## src/rtl/fifo_buffer.sv

```systemverilog
// Parametrised first-word-fall-through FIFO with valid/ready handshakes on both sides.
// in_ready, out_valid, out_data, count and almost_full depend on registered state only.
module fifo_buffer #(
    parameter int WIDTH    = 8,
    parameter int DEPTH    = 4,
    parameter int AF_LEVEL = DEPTH - 1
) (
    input  logic                       clock,
    input  logic                       reset,
    input  logic                       clear,
    input  logic [WIDTH-1:0]           in_data,
    input  logic                       in_valid,
    output logic                       in_ready,
    output logic [WIDTH-1:0]           out_data,
    output logic                       out_valid,
    input  logic                       out_ready,
    output logic [$clog2(DEPTH+1)-1:0] count,
    output logic                       almost_full
);

    localparam int PW = (DEPTH > 1) ? $clog2(DEPTH) : 1;
    localparam int CW = $clog2(DEPTH + 1);

    localparam logic [PW-1:0] LAST_PTR = PW'(DEPTH - 1);
    localparam logic [CW-1:0] FULL_CNT = CW'(DEPTH);
    localparam logic [CW-1:0] AF_CNT   = CW'(AF_LEVEL);

    logic [WIDTH-1:0] mem_q [DEPTH];
    logic [PW-1:0]    wr_ptr_q, wr_ptr_d;
    logic [PW-1:0]    rd_ptr_q, rd_ptr_d;
    logic [CW-1:0]    count_q, count_d;
    logic             push, pop;

    assign in_ready    = (count_q != FULL_CNT);
    assign out_valid   = (count_q != '0);
    assign out_data    = out_valid ? mem_q[rd_ptr_q] : '0;
    assign count       = count_q;
    assign almost_full = (count_q >= AF_CNT);

    assign push = in_valid & in_ready;
    assign pop  = out_valid & out_ready;

    always_comb begin
        wr_ptr_d = wr_ptr_q;
        rd_ptr_d = rd_ptr_q;
        count_d  = count_q;
        if (clear) begin
            wr_ptr_d = '0;
            rd_ptr_d = '0;
            count_d  = '0;
        end else begin
            // Pointers wrap explicitly so non-power-of-two depths work.
            if (push) wr_ptr_d = (wr_ptr_q == LAST_PTR) ? '0 : wr_ptr_q + 1'b1;
            if (pop)  rd_ptr_d = (rd_ptr_q == LAST_PTR) ? '0 : rd_ptr_q + 1'b1;
            case ({push, pop})
                2'b10:   count_d = count_q + 1'b1;
                2'b01:   count_d = count_q - 1'b1;
                default: count_d = count_q;
            endcase
        end
    end

    always_ff @(posedge clock or posedge reset) begin
        if (reset) begin
            wr_ptr_q <= '0;
            rd_ptr_q <= '0;
            count_q  <= '0;
        end else begin
            wr_ptr_q <= wr_ptr_d;
            rd_ptr_q <= rd_ptr_d;
            count_q  <= count_d;
        end
    end

    // Storage is intentionally left out of reset and clear.
    always_ff @(posedge clock) begin
        if (push && !clear) mem_q[wr_ptr_q] <= in_data;
    end

endmodule

```

## config.mk

```make
export PLATFORM = sky130hd
export DESIGN_NAME = fifo_buffer
export DESIGN_NICKNAME = d
export VERILOG_FILES = /design/src/rtl/fifo_buffer.sv
export SDC_FILE = /design/constraint.sdc
export NUM_CORES = 1
export LEC_CHECK = 0
export CAP_MARGIN = 30
export CORE_MARGIN = 2
export CORE_UTILIZATION = 53
export CTS_CLUSTER_SIZE = 24
export DETAILED_ROUTE_END_ITERATION = 6
export HOLD_SLACK_MARGIN = 0.03
export PLACE_DENSITY = 0.85
export RECOVER_POWER = 25
export SETUP_SLACK_MARGIN = 0.2
export SYNTH_ARGS = -nofsm -noshare
export SYNTH_HDL_FRONTEND = slang
export SYNTH_SLANG_ARGS = --single-unit
```

## constraint.sdc

```tcl
create_clock -name clock -period 2.8 [get_ports clock]
set_input_delay 0.28 -clock clock [delete_from_list [all_inputs] [get_ports clock]]
set_output_delay 0.28 -clock clock [all_outputs]
set_load 0.01 [all_outputs]
```

* Yosys cells after proc, flatten, opt, wreduce, memory -nomap -nowiden
Memory sizes are Yosys's and may differ from the RTL's.
Index checks and enable logic that the tools add are counted.
** Cells by class
- Bitwise logic cells :: 2
- Magnitude comparators :: 1
- Add/subtract/negate cells :: 4
- Multiplexer cells :: 11
- Equality and inequality tests :: 5
- Reductions and logical operators :: 6
- Shifts and indexed selects :: 0
- Divide/modulo/power cells :: 0
- $mul :: 0
** Operator list (count)
- 2-bit 2-to-1 mux :: 6
- 8-bit 2-to-1 mux :: 1
- 2-bit equality test (second input constant) :: 3
- 3-bit one-hot mux with 2 select lines :: 1
- 3-bit nonzero test :: 2
- 2-bit by 1-bit adder with 2-bit output (second input constant) :: 2
- 2-bit nonzero test :: 2
- 3-bit by 1-bit adder with 3-bit output (second input constant) :: 1
- 3-bit by 2-bit greater-or-equal comparator with 1-bit output (second input constant) :: 1
- 3-bit 2-to-1 mux :: 1
- 3-bit != test (second input constant) :: 1
- 3-bit by 1-bit subtractor with 3-bit output (second input constant) :: 1
- 1-bit AND :: 2
- 2-bit by 1-bit equality test with 1-bit output (second input constant) :: 1
- 1-bit 2-to-1 mux :: 2
- 1-bit logical AND :: 1
- 1-bit logical NOT :: 1
** Storage, ports and cells
- Output and inout bits :: 14
- Logic and storage cells :: 33
- Input port bits :: 13
- Memory bits (read-only) :: 0
- Memory bits (writable) :: 32
- Register bits :: 7
- Latch bits :: 0
- Memories :: 1
** Memories
- mem_q :: words 4, bits a word 8, read ports 1, clocked after Yosys merged registers in 0, write ports 1, line 28 : logic [WIDTH-1:0] mem_q [DEPTH];

* Depth between registers and ports, before layout
Gate-level depths: netlist (run 1).
- Depth after elaboration :: 5
- Gate-level depth with buffers :: 7
- Depth with buffers taken out :: 6

* Least setup slack after synthesis (run 1)
OpenSTA, ideal clock, no wires.
- Path kind :: reg-to-reg
- Start :: reg count_q[1], in the netlist count[1]
- End :: reg count_q[2], in the netlist count[2]
- Stages on the path, launching flop included :: 8
- Arrival :: 2087 ps
- Path slack :: 631 ps
- Buffers on the path :: 1
- Data required time :: 2718 ps
- Library setup time :: 82 ps
- Cells stage by stage :: dfrtp_1 buf_4 o31ai_2 nor2_1 fa_1 nand2b_1 or4_1 a31oi_1
** Between the ends
- Cells in the longest elaborated chain, start to end :: 5
- Elaborated cells between the ends (all ways) :: 11
** RTL lines
- from (decl) :: line 31 : logic [CW-1:0] count_q, count_d;
- from (signal assigned) :: line 71 : count_q <= count_d;
- 3-bit != test / 3-bit nonzero test (equally long branches) :: line 34, 35
- 1-bit AND, on equally long branches :: line 40, 41
- 2-bit by 1-bit equality test with 1-bit output / 2-bit equality test (equally long branches) :: line 55 : case ({push, pop})
- 3-bit one-hot mux with 2 select lines :: line 55
- 3-bit 2-to-1 mux :: line 47 : if (clear) begin
Several ways; a longest one is shown, not always the timed one.
A chain may end at the register's enable or synchronous reset.

* Worst setup path in the final report (run 1)
- Start :: reg count_q[1], in the netlist count[1]
- End :: out out_data[5]
** Between the ends
- Cells in the longest elaborated chain, start to end :: 2
** RTL lines
- 3-bit nonzero test :: line 35 : assign out_valid = (count_q != '0);
- 8-bit 2-to-1 mux :: line 36 : assign out_data = out_valid ? mem_q[rd_ptr_q] : '0;
- to (decl) :: line 14 : output logic [WIDTH-1:0] out_data,
Every way passes these cells.

==> results by group, run 1 <==
Detailed routing
  • Drt initial violations: 54
  • Post-Route WL: 3.13 mm
  • Routed WL per cell: 16.3 um
  • DRC Markers: 0
  • Via/cell ratio: 5.65
  • Vias: 1084
  • Post-DRT Antenna Nets: 0
  • Detailed Routing Iterations Pass 1: 4

Yosys
  • Register area share after synthesis: 0.630
  • Most instantiated cells after synthesis: edfxtp_1, nor2b_1, mux4_2
  • Synth unique cells: 37
  • Share of the synthesized area in the top cell type: 0.533
  • Simple-gate portion of the synthesized area: 0.111
  • Area leader, netlist: edfxtp_1
  • Mux share of post-synthesis cell area: 0.105
  • Most frequent cell after synthesis: edfxtp_1
  • Seq cells post-synth: 39
  • Post-Synth XOR/XNOR Area: 0.00485
  • Synth top area cells: edfxtp_1, mux4_2, dfrtp_1
  • Synth Instances: 119
  • Synth Area in Compound Gates: 0.0652
  • Post-Synth Adder-Cell Area: 0.0458
  • Avg Cell Area, Syn: 15.2 um^2
  • Largest family of logic cells by synthesized area: simple AND/OR/NAND/NOR gates
  • Post-synth top flop: edfxtp_1
  • Ys async rst share: 0.179
  • Syn Nets: 138
  • EDFF count, synth: 32
  • Synth warn: 0
  • Synth Cell Area: 1800 um^2

Setup path
  • FF-to-FF Start: count[1]$_DFFE_PP0P_
  • Critical Path Source Type: flop
  • Crit path kind: reg2out
  • Worst EP required: 2.52 ns
  • Flop2flop setup slack: 0.44 ns
  • Reg2reg end: count[2]$_DFFE_PP0P_
  • Critical Path End Type: primary output
  • Max Fanout on Critical Path: 12
  • FF-to-FF path depth: 6
  • CP Data Arrival Time: 2.14 ns

Floorplan
  • Core area: 3310 um^2
  • Num ports: 27
  • Full die area: 3890 um^2
  • Site Rows: 21
  • Starting Density: 0.545
  • Die extent in y: 62.3 um
  • Die X-Extent: 62.3 um

Layout
  • ANT cells: 0
  • Fillers: 250
  • Final Core Density: 0.660
  • Area Growth Syn to Fin: 21.2%
  • Final #Nets: 164
  • Finished Layout Cells: 192
  • Share of cells above drive strength 1: 0.144

STA
  • Setup TNS: 0 ns
  • Endpoints failing setup: 0
  • Crit path time final: 2.42 ns
  • RSZ-0062 raised after global routing: false
  • Hold Vio Cnt, Final: 0
  • Final cycle utilization of the critical path: 0.864
  • Worst-margin pin slew: 0.612 ns
  • Slew HR: 0.590
  • Fmax: 0.413 GHz
  • Fin. max-slew vios: 0
  • Clock Skew: 0.00836 ns

Clocking
  • Worst-Skew Late Latency: 0.34 ns
  • Htree depth: 2
  • Clock transition at path regs: 0.12 ns
  • Setup Buffers After CTS: 0
  • Total CTS buffers: 5
  • CTS Buffer Depth: 2
  • TritonCTS sink count: 39
  • Cts hold-fix bufs: 0
  • Clock Tree Root: clkbuf_4
  • CTS tree: done

Place
  • Inst Count DP: 184
  • Placer Congestion: 0.736
  • IO buf count: 26
  • Hpwl dp: 2.15 mm

Power
  • Worst VDD drop: 0.455 mV
  • Cell Int Power: 1.11 mW
  • Static Leak: 0.766 nW
  • Psw: 0.357 mW
  • Switching Fraction: 0.244
  • Logic gate share of total power: 0.205
  • Pwr Density: 669 nW/um^2
  • Clk pwr share: 0.313
  • Sequential power share: 0.483

Global routing
  • Initial antenna violation count: 0
  • Vias in the first global route: 1092
  • Largest net degree at the start of global routing: 14
  • Global route overflow: 0
  • First-pass GRT wire length: 5.08 mm
  • Total track usage: 0.178

Hold path
  • HP Class: in2async

Flow run
  • Max Cap Viol: 0

Outcome
  • Status: finished, final reports clean
-- cell usage in the layout, fill, tap and decap left out, types with 2 or more instances in the layout --
cell,netlist,final
clkbuf_4,0,5
clkdlybuf4s50_1,0,21
nor2b_1,9,9
nor2_1,5,5
mux4_2,8,8
a31oi_1,2,2
dlygate4sd3_1,0,5
o21ai_0,4,4
or4_1,2,2
a21oi_1,3,3
ha_1,5,5
dfrtp_1,7,6
and2_1,4,4
nand2_1,2,2
nand3_1,3,3
bufinv_16,0,2
inv_1,6,6
edfxtp_1,32,32
-- logic make-up (layout without fill, tap and decap cells) --
logic type / Yosys count / after routing
fa+ha+maj: 6 / 6
flops: 39 / 39
buf+inv: 14 / 41
xor+xnor: 1 / 1
simple gates: 33 / 33
compound gates: 17 / 17
mux: 9 / 9
-- what timing repair did --
| action | 4_1_cts | 5_1_grt |
|---|---|---|
| gates resized for setup | 1 | 0 |
| endpoints found under the setup margin | 8 | 0 |
| hold endpoints to repair | 0 | 0 |
-- worst max path at each step --
| stage | slack [ns] | to | startpoint | cells past startpoint |
|---|---|---|---|---|
| global placement | 0.52 | count[2]$_DFFE_PP0P_ | out_ready | 7 |
| floorplan | 0.63 | count[2]$_DFFE_PP0P_ | count[1]$_DFFE_PP0P_ | 7 |
| finish | 0.38 | out_data[5] | count[1]$_DFFE_PP0P_ | 3 |
| detailed placement | 0.43 | count[2]$_DFFE_PP0P_ | out_ready | 7 |
| global route | 0.23 | out_data[3] | count[1]$_DFFE_PP0P_ | 3 |
| CTS | 0.30 | out_data[5] | count[1]$_DFFE_PP0P_ | 3 |
-- metal layers --
metal,wire [um],share of wire,track usage,up-vias
li1,-,-,-,498
met3,160,0.051,0.0562,5
met4,59,0.019,0.0750,0
met2,1660,0.53,0.300,40
met1,1250,0.40,0.214,541
met5,0,0,0,-
-- through the flow --
stage	hold WS [ns]	setup slack, ns	total power, mW	instance area [um^2]
floorplan	0.0834	0.631	0.886	1800
global placement	0.527	0.520	1.00	2080
detailed placement	0.533	0.426	1.02	2080
CTS	0.146	0.302	1.47	2190
global route	0.283	0.233	1.53	2190
finish	0.294	0.380	1.46	2190
-- final cells by class --
class                           instances  area (um^2)  area share
Timing Repair Buffer                   27          268       0.122
Clock buffer                            6         41.3      0.0189
Tap cell                               46         57.6      0.0263
Inverter                                6         22.5      0.0103
Multi-Input combinational cell         66          599       0.274
Sequential cell                        39         1140       0.520
Clock inverter                          2         60.1      0.0275
-- sequential cells by signal, summed over array words and instances (netlist names) --
signal,count
mem_q,32
wr_ptr_q,2
rd_ptr_q,2
count,3
-- power by group through the flow --
stage / registers, mW / logic (mW) / clock network, mW
final: 0.706 / 0.299 / 0.457
after global routing: 0.714 / 0.325 / 0.487
after global placement: 0.715 / 0.289 / 0
after detailed placement: 0.719 / 0.303 / 0
after floorplan: 0.684 / 0.202 / 0
after CTS: 0.706 / 0.304 / 0.464
-- critical path, cell delays in order, from the launching register on --
cell and delay, ns:
dfrtp_1 0.57, nor3_2 0.61, nor2b_1 0.12, clkdlybuf4s50_1 0.50
Power figures use the tool's default switching activity.
==> run 2: changes to the inputs <==
GPL_ROUTABILITY_DRIVEN = 0   (was default)
==> results of run 2 <==
Same layout as run 1: the final DEF is identical, and so are final timing and power.
